--- src/rtl/wb_store_buffer_if.sv ---
// wb_store_buffer_if: writeback store, dcache write and load probe signals of the store buffer
// slave  - store buffer side (accepts WB stores, drives the dcache write port, answers load probes)
// master - environment side (writeback stage, dcache and memory stage)
interface wb_store_buffer_if;
  logic        WB_Dcache_Write;
  logic [31:0] WB_Dcache_Address;
  logic [63:0] WB_Dcache_Data;
  logic [1:0]  WB_Dcache_Size;
  logic        In_write_ready;
  logic        DC_WR_REQ;
  logic [31:0] DC_WR_ADDR;
  logic [63:0] DC_WR_DATA;
  logic [1:0]  DC_WR_SIZE;
  logic        DC_WR_ACK;
  logic [31:0] LD_ADDR;
  logic        LD_CONFLICT;
  logic        SB_EMPTY;
  modport slave (
    input  WB_Dcache_Write, WB_Dcache_Address, WB_Dcache_Data, WB_Dcache_Size, DC_WR_ACK, LD_ADDR,
    output In_write_ready, DC_WR_REQ, DC_WR_ADDR, DC_WR_DATA, DC_WR_SIZE, LD_CONFLICT, SB_EMPTY
  );
  modport master (
    output WB_Dcache_Write, WB_Dcache_Address, WB_Dcache_Data, WB_Dcache_Size, DC_WR_ACK, LD_ADDR,
    input  In_write_ready, DC_WR_REQ, DC_WR_ADDR, DC_WR_DATA, DC_WR_SIZE, LD_CONFLICT, SB_EMPTY
  );
endinterface

--- src/rtl/wb_store_buffer.sv ---
// wb_store_buffer: in-order FIFO store buffer between writeback and the dcache write port
// CLK - pipeline clock; CLR - asynchronous active-low reset
// sb  - store interface: WB store in / In_write_ready, DC_WR req/ack drain, LD_ADDR overlap probe, SB_EMPTY
module wb_store_buffer #(
  parameter int DEPTH = 4
) (
  input logic             CLK,
  input logic             CLR,
  wb_store_buffer_if.slave sb
);
  localparam int AW = $clog2(DEPTH);
  localparam logic [AW:0] FULL = (AW+1)'(DEPTH);
  logic [31:0]   addr_q [DEPTH];
  logic [63:0]   data_q [DEPTH];
  logic [1:0]    size_q [DEPTH];
  logic [AW-1:0] head, tail;
  logic [AW:0]   count;
  logic          enq, deq;
  assign sb.In_write_ready = count != FULL;
  assign sb.DC_WR_REQ      = count != '0;
  assign sb.SB_EMPTY       = count == '0;
  assign sb.DC_WR_ADDR     = addr_q[head];
  assign sb.DC_WR_DATA     = data_q[head];
  assign sb.DC_WR_SIZE     = size_q[head];
  assign enq = sb.WB_Dcache_Write && sb.In_write_ready;
  assign deq = sb.DC_WR_REQ && sb.DC_WR_ACK;
  // entry j is live when its distance from head (mod DEPTH) is below count
  always_comb begin
    sb.LD_CONFLICT = 1'b0;
    for (int j = 0; j < DEPTH; j++)
      if ({1'b0, AW'(j) - head} < count && addr_q[j][31:3] == sb.LD_ADDR[31:3])
        sb.LD_CONFLICT = 1'b1;
  end
  always_ff @(posedge CLK or negedge CLR) begin
    if (!CLR) begin
      head  <= '0;
      tail  <= '0;
      count <= '0;
      for (int j = 0; j < DEPTH; j++) begin
        addr_q[j] <= '0;
        data_q[j] <= '0;
        size_q[j] <= '0;
      end
    end else begin
      if (enq) begin
        addr_q[tail] <= sb.WB_Dcache_Address;
        data_q[tail] <= sb.WB_Dcache_Data;
        size_q[tail] <= sb.WB_Dcache_Size;
        tail         <= tail + 1'b1;
      end
      if (deq) head <= head + 1'b1;
      count <= count + {AW'(0), enq} - {AW'(0), deq};
    end
  end
endmodule
--- src/flat_wrapper.sv ---
// flat-port wrapper written by rule: the top's interface ports become plain ports
module wb_store_buffer_flat 
#(
  parameter int DEPTH = 4
)
  (CLK, CLR, sb_WB_Dcache_Write, sb_WB_Dcache_Address, sb_WB_Dcache_Data, sb_WB_Dcache_Size, sb_DC_WR_ACK, sb_LD_ADDR, sb_In_write_ready, sb_DC_WR_REQ, sb_DC_WR_ADDR, sb_DC_WR_DATA, sb_DC_WR_SIZE, sb_LD_CONFLICT, sb_SB_EMPTY);
  wb_store_buffer_if sb_i ();
  input logic CLK;
  input logic CLR;
  input wire logic [$bits(sb_i.WB_Dcache_Write)-1:0] sb_WB_Dcache_Write;
  input wire logic [$bits(sb_i.WB_Dcache_Address)-1:0] sb_WB_Dcache_Address;
  input wire logic [$bits(sb_i.WB_Dcache_Data)-1:0] sb_WB_Dcache_Data;
  input wire logic [$bits(sb_i.WB_Dcache_Size)-1:0] sb_WB_Dcache_Size;
  input wire logic [$bits(sb_i.DC_WR_ACK)-1:0] sb_DC_WR_ACK;
  input wire logic [$bits(sb_i.LD_ADDR)-1:0] sb_LD_ADDR;
  output wire logic [$bits(sb_i.In_write_ready)-1:0] sb_In_write_ready;
  output wire logic [$bits(sb_i.DC_WR_REQ)-1:0] sb_DC_WR_REQ;
  output wire logic [$bits(sb_i.DC_WR_ADDR)-1:0] sb_DC_WR_ADDR;
  output wire logic [$bits(sb_i.DC_WR_DATA)-1:0] sb_DC_WR_DATA;
  output wire logic [$bits(sb_i.DC_WR_SIZE)-1:0] sb_DC_WR_SIZE;
  output wire logic [$bits(sb_i.LD_CONFLICT)-1:0] sb_LD_CONFLICT;
  output wire logic [$bits(sb_i.SB_EMPTY)-1:0] sb_SB_EMPTY;
  assign sb_i.WB_Dcache_Write = sb_WB_Dcache_Write;
  assign sb_i.WB_Dcache_Address = sb_WB_Dcache_Address;
  assign sb_i.WB_Dcache_Data = sb_WB_Dcache_Data;
  assign sb_i.WB_Dcache_Size = sb_WB_Dcache_Size;
  assign sb_i.DC_WR_ACK = sb_DC_WR_ACK;
  assign sb_i.LD_ADDR = sb_LD_ADDR;
  assign sb_In_write_ready = sb_i.In_write_ready;
  assign sb_DC_WR_REQ = sb_i.DC_WR_REQ;
  assign sb_DC_WR_ADDR = sb_i.DC_WR_ADDR;
  assign sb_DC_WR_DATA = sb_i.DC_WR_DATA;
  assign sb_DC_WR_SIZE = sb_i.DC_WR_SIZE;
  assign sb_LD_CONFLICT = sb_i.LD_CONFLICT;
  assign sb_SB_EMPTY = sb_i.SB_EMPTY;
  wb_store_buffer #(.DEPTH(DEPTH)) u_core (.CLK(CLK), .CLR(CLR), .sb(sb_i));
endmodule
--- config.mk ---
export PLATFORM = sky130hd
export DESIGN_NAME = wb_store_buffer_flat
export DESIGN_NICKNAME = d
export VERILOG_FILES = /design/src/rtl/wb_store_buffer_if.sv /design/src/rtl/wb_store_buffer.sv /design/src/flat_wrapper.sv
export SDC_FILE = /design/constraint.sdc
export NUM_CORES = 1
export LEC_CHECK = 0
export ABC_AREA = 1
export CAP_MARGIN = 30
export CORE_MARGIN = 3
export CORE_UTILIZATION = 52
export CTS_CLUSTER_DIAMETER = 200
export DETAILED_ROUTE_END_ITERATION = 16
export HOLD_SLACK_MARGIN = 0.02
export PLACE_DENSITY = 0.8
export SKIP_CTS_REPAIR_TIMING = 1
export SYNTH_ARGS = -nofsm -noshare
export SYNTH_HDL_FRONTEND = slang
export SYNTH_SLANG_ARGS = --single-unit
--- constraint.sdc ---
create_clock -name CLK -period 5.4 [get_ports CLK]
set_input_delay 1.62 -clock CLK [delete_from_list [all_inputs] [get_ports CLK]]
set_output_delay 1.62 -clock CLK [all_outputs]
set_load 0.05 [all_outputs]
==> impl_metrics.yaml <==
timing:
  drv_slew: 0
  min_period_ns: 5.14
  post-route-period-util: 0.952
  max_freq_mhz: 194
  worst_pin_slew_ns: 1.03
  setup_tns_ns: 0
  rsz0062_at_grt: "false"
  hold_viol: 0
  slew_headroom: 0.316
  fin_skew_ns: 0.0128
  hold_slack_ns: 0.505
  setup_viol: 0
yosys:
  ys_seq_area_frac: 0.523
  synth_cell_type_count: 29
  synth.largest_area_cell: "dfrtp_1"
  netlist_instances: 2000
  ys.flop_type: "dfrtp_1"
  ys_ff_latch: 399
  synth-edff-count: 0
  ys_warn_count: 0
  netlist_area_um2: 19100
  syn_nets: 2145
  syn_area_per_cell_um2: 9.55
  ys_async_sr_fraction: 1.00
  post-synth-top-area-fraction: 0.523
  synth_area_leaders: "dfrtp_1 (52%), nand2_1 (9.2%), mux2_2 (7.0%), o21ai_0 (6.3%), inv_1 (5.4%)"
detailed_routing:
  wl_per_cell_um: 19.0
  first_iter_violations: 1118
  vias_per_cell: 5.66
  dr_total_vias: 15200
  drc: 0
  drtAntennaViolNets: 0
  firstDrtPassIters: 7
  finalWirelength_mm: 51.0
floorplan:
  io_pins: 236
  row_count: 69
  dieArea_um2: 39100
  die_y_um: 198
  core_um2: 35900
  start_util: 0.532
  dieWidth_um: 198
run_status:
  status: "completed"
global_route:
  antenna_found_initial: 3
  grtUsageTotal: 0.260
  grt_max_degree: 127
  grt_pass1_vias: 15700
  grt_pass1_wl_mm: 81.9
  grt_overflow: 0
final_layout:
  final_nets: 2338
  drive_above_1_share: 0.125
  areaGrowthSynthToFinish_pct: 22.4
placement:
  dp_hpwl_mm: 31.5
  place_congestion: 0.934
  port-buffer-count: 232
worst_setup_path:
  endpoint_kind: "primary output"
  crit_cells: 6
  path_class: "reg -> out"
  cp.required_ns: 3.78
  crit_chain: "inv_2, nor2_1, clkinv_2, buf_4, o221ai_1, clkdlybuf4s50_1"
  cp-start-kind: "flip-flop"
  path_buf_inv: 4
  path_delay_family: "buffers and inverters"
  arrival_ns: 3.52
  worst-path-max-fanout: 27
  slowest_stage: "clkdlybuf4s50_1"
  max_stage_delay_ns: 0.88
  r2r_cells: 7
cts:
  clkLatencyLatePin_ns: 0.56
  cts_tree: "yes"
  cts_buffer_depth: 3
  htreeDepth: 2
  cts-root-buf: "clkbuf_16"
  cts_buffers: 44
  cts.reportedPaths.clkPinSlew_ns: 0.06
  clock_sinks: 399
power:
  power_mw: 17.9
  cellLeakagePower_nw: 10.5
  p_per_area_nw_per_um2: 765
  ir_worst_vdd_v: 0.000591
worst_hold_path:
  min_path_cells: 1
  hold_path_class: "reg -> reg"
run:
  cap_violations: 0
[cells by family after synthesis]
logic type,synth area share
flops,0.523
simple gates,0.117
mux,0.105
compound gates,0.148
buf+inv,0.0829
fa+ha+maj,0.00760
xor+xnor,0.0174
[registers in the layout (all words and copies together), names as in the netlist]
name,count
u_core.size_q,8
u_core.head,2
u_core.data_q,256
u_core.tail,2
u_core.addr_q,128
u_core.count,3
[area by class of cell]
type | instances | area, um^2
Multi-Input combinational cell | 1217 | 7540
Clock inverter | 19 | 264
Timing Repair Buffer | 255 | 2650
Inverter | 276 | 1040
Antenna cell | 1 | 2.50
Clock buffer | 63 | 1310
Tap cell | 461 | 577
Fill cell | 2751 | 12500
Sequential cell | 399 | 9980
[path summary, 6_finish.rpt]
path	slack (ns)	endpoint	startpoint
max in group asynchronous	3.07	u_core.data_q[91]	CLR
worst max register to register	2.89	u_core.count[2]	u_core.count[0]
worst min register to register	0.51	u_core.data_q[165]	u_core.data_q[165]
min in group asynchronous	1.15	u_core.addr_q[45]	CLR
worst min-delay path	0.51	u_core.data_q[165]	u_core.data_q[165]
worst max-delay path	0.26	sb_DC_WR_ADDR[7]	u_core.head[1]
[through the flow]
step	utilization	cells	cell area (um^2)	setup slack, ns
finish	0.651	2691	23400	0.257
global route	0.651	2690	23400	0.121
CTS	0.651	2690	23400	0.259
detailed placement	0.607	2608	21800	0.442
global placement	0.607	2608	21800	0.444
floorplan	-	2000	19100	1.07
[where the power goes]
part | switching (mW) | internal, mW
clock | 1.24 | 1.99
combinational | 5.99 | 3.36
sequential | 0.784 | 4.50
total | 8.02 | 9.85
[cells in the final DEF, fill, tap and decap left out, drive strengths merged, types with 33 or more instances in the layout]
cell type | Yosys | layout
a22oi | 98 | 98
clkbuf | 40 | 63
clkdlybuf4s50 | 0 | 230
dfrtp | 399 | 399
inv | 276 | 280
mux2 | 163 | 163
nand2 | 469 | 469
nor2 | 68 | 68
o21ai | 241 | 241
o221ai | 98 | 98
xor2 | 33 | 33
[synth_stat cells, types with 5 or more instances]
master	count
a21oi_1	5
a22oi_1	98
buf_1	6
buf_2	48
buf_4	7
buf_6	6
clkbuf_1	40
dfrtp_1	399
ha_1	10
inv_1	273
mux2_2	119
mux2_4	44
nand2_1	468
nand3_1	8
nand4_1	9
nor2_1	62
nor2_4	5
nor3_1	6
o21ai_0	241
o221ai_1	98
xnor2_1	5
xor2_1	33
[metal layers]
metal / up-vias / wire, um / global-route usage
met5: - / 40 / 0
met2: 638 / 23600 / 0.411
li1: 7033 / - / -
met3: 112 / 4880 / 0.0820
met1: 7444 / 21000 / 0.344
met4: 6 / 1410 / 0.0870
Power figures use the tool's default switching activity.
